==> config.mk <==
export PLATFORM = sky130hd
export DESIGN_NAME = regfile_scan
export DESIGN_NICKNAME = d
export VERILOG_FILES = /design/src/rtl/regfile_scan.sv
export SDC_FILE = /design/constraint.sdc
export NUM_CORES = 2
export LEC_CHECK = 0
export ABC_CLOCK_PERIOD_IN_PS = 3600
export CORE_ASPECT_RATIO = 1.4
export CORE_MARGIN = 3
export CORE_UTILIZATION = 55
export DETAILED_ROUTE_END_ITERATION = 6
export DONT_BUFFER_PORTS = 1
export HOLD_SLACK_MARGIN = 0.05
export PLACE_DENSITY = 0.7
export SLEW_MARGIN = 20
export SYNTH_ARGS = -nofsm -noshare
export SYNTH_HDL_FRONTEND = slang
export SYNTH_SLANG_ARGS = --single-unit
==> constraint.sdc <==
create_clock -name clock -period 3.6 [get_ports clock]
set_input_delay 0.54 -clock clock [delete_from_list [all_inputs] [get_ports clock]]
set_output_delay 0.54 -clock clock [all_outputs]
set_load 0.01 [all_outputs]
==> src/rtl/regfile_scan.sv <==
// Parametrised register file with two combinational read ports, optional write bypass
// and a ready/valid scanner that streams every register to a debug consumer.
module regfile_scan #(
   parameter int unsigned XLEN     = 32,
   parameter int unsigned NREGS    = 32,
   parameter int unsigned AW       = 5,
   parameter bit          ZERO_REG = 1'b1,
   parameter bit          BYPASS   = 1'b1
) (
   input  logic            clock,
   input  logic            reset,
   input  logic            we,
   input  logic [AW-1:0]   wa,
   input  logic [XLEN-1:0] wd,
   input  logic [AW-1:0]   ra1,
   input  logic [AW-1:0]   ra2,
   output logic [XLEN-1:0] rd1,
   output logic [XLEN-1:0] rd2,
   input  logic            dump_start,
   input  logic            dump_ready,
   output logic            dump_valid,
   output logic [AW-1:0]   dump_addr,
   output logic [XLEN-1:0] dump_data,
   output logic            dump_busy,
   output logic            dump_done
);

   localparam int unsigned   DEPTH = 1 << AW;
   localparam logic [AW-1:0] LAST  = AW'(NREGS - 1);

   typedef enum logic {IDLE, SCAN} state_e;

   logic [XLEN-1:0] regs_q [DEPTH];
   logic            wr_legal;

   state_e          state_q, state_d;
   logic [AW-1:0]   idx_q, idx_d;
   logic [XLEN-1:0] data_q, data_d;
   logic            valid_q, valid_d;
   logic            done_q, done_d;

   assign wr_legal = we && (32'(wa) < NREGS) && !(ZERO_REG && (wa == '0));

   // Entries at or above NREGS are never written and stay at their reset value.
   always_ff @(posedge clock or negedge reset) begin
      if (!reset) begin
         for (int unsigned i = 0; i < DEPTH; i++) begin
            regs_q[i] <= '0;
         end
      end else if (wr_legal) begin
         regs_q[wa] <= wd;
      end
   end

   always_comb begin
      rd1 = regs_q[ra1];
      if ((32'(ra1) >= NREGS) || (ZERO_REG && (ra1 == '0))) begin
         rd1 = '0;
      end else if (BYPASS && wr_legal && (wa == ra1)) begin
         rd1 = wd;
      end
   end

   always_comb begin
      rd2 = regs_q[ra2];
      if ((32'(ra2) >= NREGS) || (ZERO_REG && (ra2 == '0))) begin
         rd2 = '0;
      end else if (BYPASS && wr_legal && (wa == ra2)) begin
         rd2 = wd;
      end
   end

   always_ff @(posedge clock or negedge reset) begin
      if (!reset) begin
         state_q <= IDLE;
         idx_q   <= '0;
         data_q  <= '0;
         valid_q <= 1'b0;
         done_q  <= 1'b0;
      end else begin
         state_q <= state_d;
         idx_q   <= idx_d;
         data_q  <= data_d;
         valid_q <= valid_d;
         done_q  <= done_d;
      end
   end

   // Snapshots read regs_q directly, so a write on the load edge is never captured.
   always_comb begin
      state_d = state_q;
      idx_d   = idx_q;
      data_d  = data_q;
      valid_d = valid_q;
      done_d  = 1'b0;
      case (state_q)
         IDLE: begin
            if (dump_start) begin
               state_d = SCAN;
               idx_d   = '0;
               data_d  = regs_q[0];
               valid_d = 1'b1;
            end
         end
         SCAN: begin
            if (valid_q && dump_ready) begin
               if (idx_q == LAST) begin
                  state_d = IDLE;
                  valid_d = 1'b0;
                  done_d  = 1'b1;
               end else begin
                  idx_d  = idx_q + AW'(1);
                  data_d = regs_q[idx_q + AW'(1)];
               end
            end
         end
         default: state_d = IDLE;
      endcase
   end

   always_comb begin
      dump_busy  = (state_q == SCAN);
      dump_valid = valid_q;
      dump_addr  = idx_q;
      dump_data  = data_q;
      dump_done  = done_q;
   end

endmodule

==> results.json <==
{
  "rows": 149,
  "r2r.worst_path.cells": 6,
  "ir_drop_uv": 546,
  "synth_ff_type": "dfrtp_1",
  "synth-edff-count": 0,
  "synthTopCellsByArea": "dfrtp_1, mux4_2, mux2_2",
  "dieArea_um2": 123000,
  "die_x_um": 297,
  "cts_resized": 0,
  "min_to": "dump_data[22]$_DFFE_PN0P_",
  "hold_path.startpoint": "dump_start",
  "synth_area_leader_cell": "dfrtp_1",
  "maxSlewViolCount": 0,
  "synth-seq-cells": 1064,
  "cp.required_ns": 3.06,
  "multiInputGateArea_um2": 36500,
  "hold_ws_ns": 0.0807,
  "place.gp.congestion": 0.857,
  "powerDensity_nw_per_um2": 636,
  "status": "finished, violations left",
  "yosysSeqAreaShare_pct": 40.8,
  "cts_buffers": 106,
  "grt_pass1_vias": 45700,
  "clockBufferDepth": 3,
  "cts_setup_buffers": 0,
  "dpl.hpwl_um": 122000,
  "antenna_found_initial": 7,
  "synth_top_area_share_pct": 40.8,
  "met3_usage_pct": 11.7,
  "synth_xor_area_share_pct": 0.199,
  "use_met1_pct": 47.0,
  "num-nets-final": 4349,
  "final_cell_mix": "dfrtp_1, mux2_2, mux4_2, mux2i_1, nor2_1",
  "portBuffers": 0,
  "grt_max_degree": 1065,
  "fp.coreArea_um2": 118000,
  "syn_area_um2": 65300,
  "seqCellArea_um2": 26600,
  "wl_per_cell_um": 38.2,
  "finalPower_mw": 44.9,
  "r2r_slack_ns": 0.55,
  "hp-class": "in2reg",
  "vias": 45800,
  "dp_cells": 5726,
  "drive_above_1_share_pct": 46.9,
  "syn_avg_cell_area_um2": 14.3,
  "root_buffer": "clkbuf_16",
  "setup_ws_ns": -0.182,
  "viasPerCell": 7.67,
  "start_util_pct": 55.4,
  "top_usage_layer": "met2",
  "yosys_warnings": 0,
  "final_cells": 5969,
  "final_common_cell": "dfrtp_1",
  "synth_compound_area_share_pct": 4.67,
  "synth_cells": 4560,
  "cts_tree": "done",
  "synthAdderAreaFrac_pct": 0.0383,
  "clkLatencyLatePin_ns": 0.74,
  "max_slew_margin_pct": 16.6,
  "rsz0062_at_grt": "false",
  "met2_usage_pct": 55.9,
  "async_reset_ff_share_pct": 100,
  "leakagePower_nw": 29.6,
  "h-tree-depth": 3,
  "synth.mux.area_fraction_pct": 46.8,
  "period_needed_ns": 3.78,
  "rr_endpoint": "dump_data[28]$_DFFE_PN0P_",
  "endpoint_kind": "output port",
  "area_growth_pct": 8.18,
  "synth_simple_gate_area_share_pct": 3.69,
  "finish.instance_area_um2": 70700,
  "die_y_um": 414,
  "drc": 0,
  "mappedNetlistNets": 4614,
  "detail-route-antenna-nets": 0,
  "clkTransAtPathRegs_ns": 0.06,
  "grt_pass1_wl_um": 331000,
  "grt.total_usage_pct": 37.1,
  "maxCapViolCount": 0,
  "worst_setup_path_start_kind": "primary input",
  "violations": "setup timing",
  "synth_cell_types": 52,
  "synth_top_family_by_area": "multiplexers",
  "num-fill-cells": 9080,
  "drtIter0Drc": 5721,
  "dr.pass1.iters": 7,
  "max_clock_freq_ghz": 0.264,
  "finalSetupViolations": 15,
  "drt_wl_total_um": 228000,
  "fin_skew_ns": 0.0303,
  "regToRegStartpoint": "dump_addr[0]$_DFFE_PN0P_",
  "worstPathMaxFanout": 223,
  "min_path_cells": 3,
  "critPathKind": "in2out",
  "io_pins": 156,
  "period_share_pct": 105,
  "hold_viol": 0,
  "grt-ovfl-total": 0,
  "placed_area_um2": 66400,
  "tightest_slew_ns": 1.25,
  "worstPathArrival_ns": 3.24,
  "clkSinkCount": 1064
}
-- registers in the layout (all words and copies together) (netlist names) --
name and cells:
dump_addr 5, dump_busy 1, dump_data 32, dump_done 1
dump_valid 1, regs_q 1024
-- cell type report --
cell class	instances	area share [%]
flip-flops and latches	1064	37.7
diodes	6	0.0213
clock inverters	42	0.694
well taps	1585	2.81
clock buffers	149	4.43
inverters	3	0.0159
repair buffers	166	2.64
multi-input cells	2954	51.7
-- how the worst max path moves through the flow --
stage / slack, ns / startpoint / to / cells after the start
floorplan: 0.65 / ra1[0] / rd1[21] / 7
global placement: 0.24 / ra2[1] / rd2[17] / 7
detailed placement: 0.27 / ra2[1] / rd2[5] / 7
CTS: 0.22 / ra2[1] / rd2[5] / 7
global route: 0.02 / ra2[1] / rd2[5] / 7
finish: -0.18 / ra2[1] / rd2[5] / 7
-- per-layer routing --
metal | wire, µm | vias up
li1 | - | 17400
met1 | 81000 | 24300
met2 | 103000 | 3211
met3 | 27500 | 861
met4 | 16600 | 12
met5 | 97 | -
-- timing repair --
item                                    4_1_cts  5_1_grt
endpoints found under the hold margin      2059      161
endpoints found under the setup margin        0        0
hold buffers                                 35        5
-- where the power goes --
group	leakage (nW)	total, mW	internal, mW	switching, mW
Clock	1.79	11.7	6.68	5.02
Combinational	14.2	16.2	8.72	7.47
Sequential	13.6	17.0	14.3	2.73
Total	29.6	44.9	29.7	15.2
-- critical path, stage by stage --
cell,delay [ns]
or3b_4,0.70
buf_4,0.27
o221ai_1,0.15
a221oi_1,0.08
buf_4,0.20
o31ai_1,0.60
buf_4,0.24
-- cell usage after synthesis (9+ instances only) --
library cell     n
and3_1          34
a21oi_1         76
nor2b_1         64
buf_6           28
mux4_2         735
o21bai_1        12
o21ai_0         28
a221oi_1         9
o22ai_1         15
mux2_1         120
buf_2          123
a22o_1          20
clkbuf_1       292
buf_1           68
xnor2_1         12
o221ai_1        33
a221o_1         40
a211oi_1        92
buf_4           26
nor2_1         171
mux2i_1        204
mux2_2         937
o21ai_1         49
nand2b_1        10
dfrtp_1       1064
o31ai_1         29
nand3_1         25
nand4_1         42
nand2_1        138
-- kinds of logic (layout without fill, tap and decap cells) --
group / Yosys count / count (layout)
AO/OA/AOI/OAI: 431 / 431
XOR/XNOR: 14 / 14
adder cells (fa/ha/maj): 2 / 2
buffers and inverters: 542 / 360
flip-flops: 1064 / 1064
multiplexers: 1998 / 1998
other: 0 / 6
AND/OR/NAND/NOR: 509 / 509
-- through the flow --
step,worst slack [ns],util (%),setup TNS [ns]
floorplan,0.655,-,0
global placement,0.242,56.4,0
detailed placement,0.274,56.4,0
CTS,0.223,59.8,0
global route,0.0162,60.0,0
finish,-0.182,60.0,-1.10
Note: power is estimated with default switching activity, not from simulation.
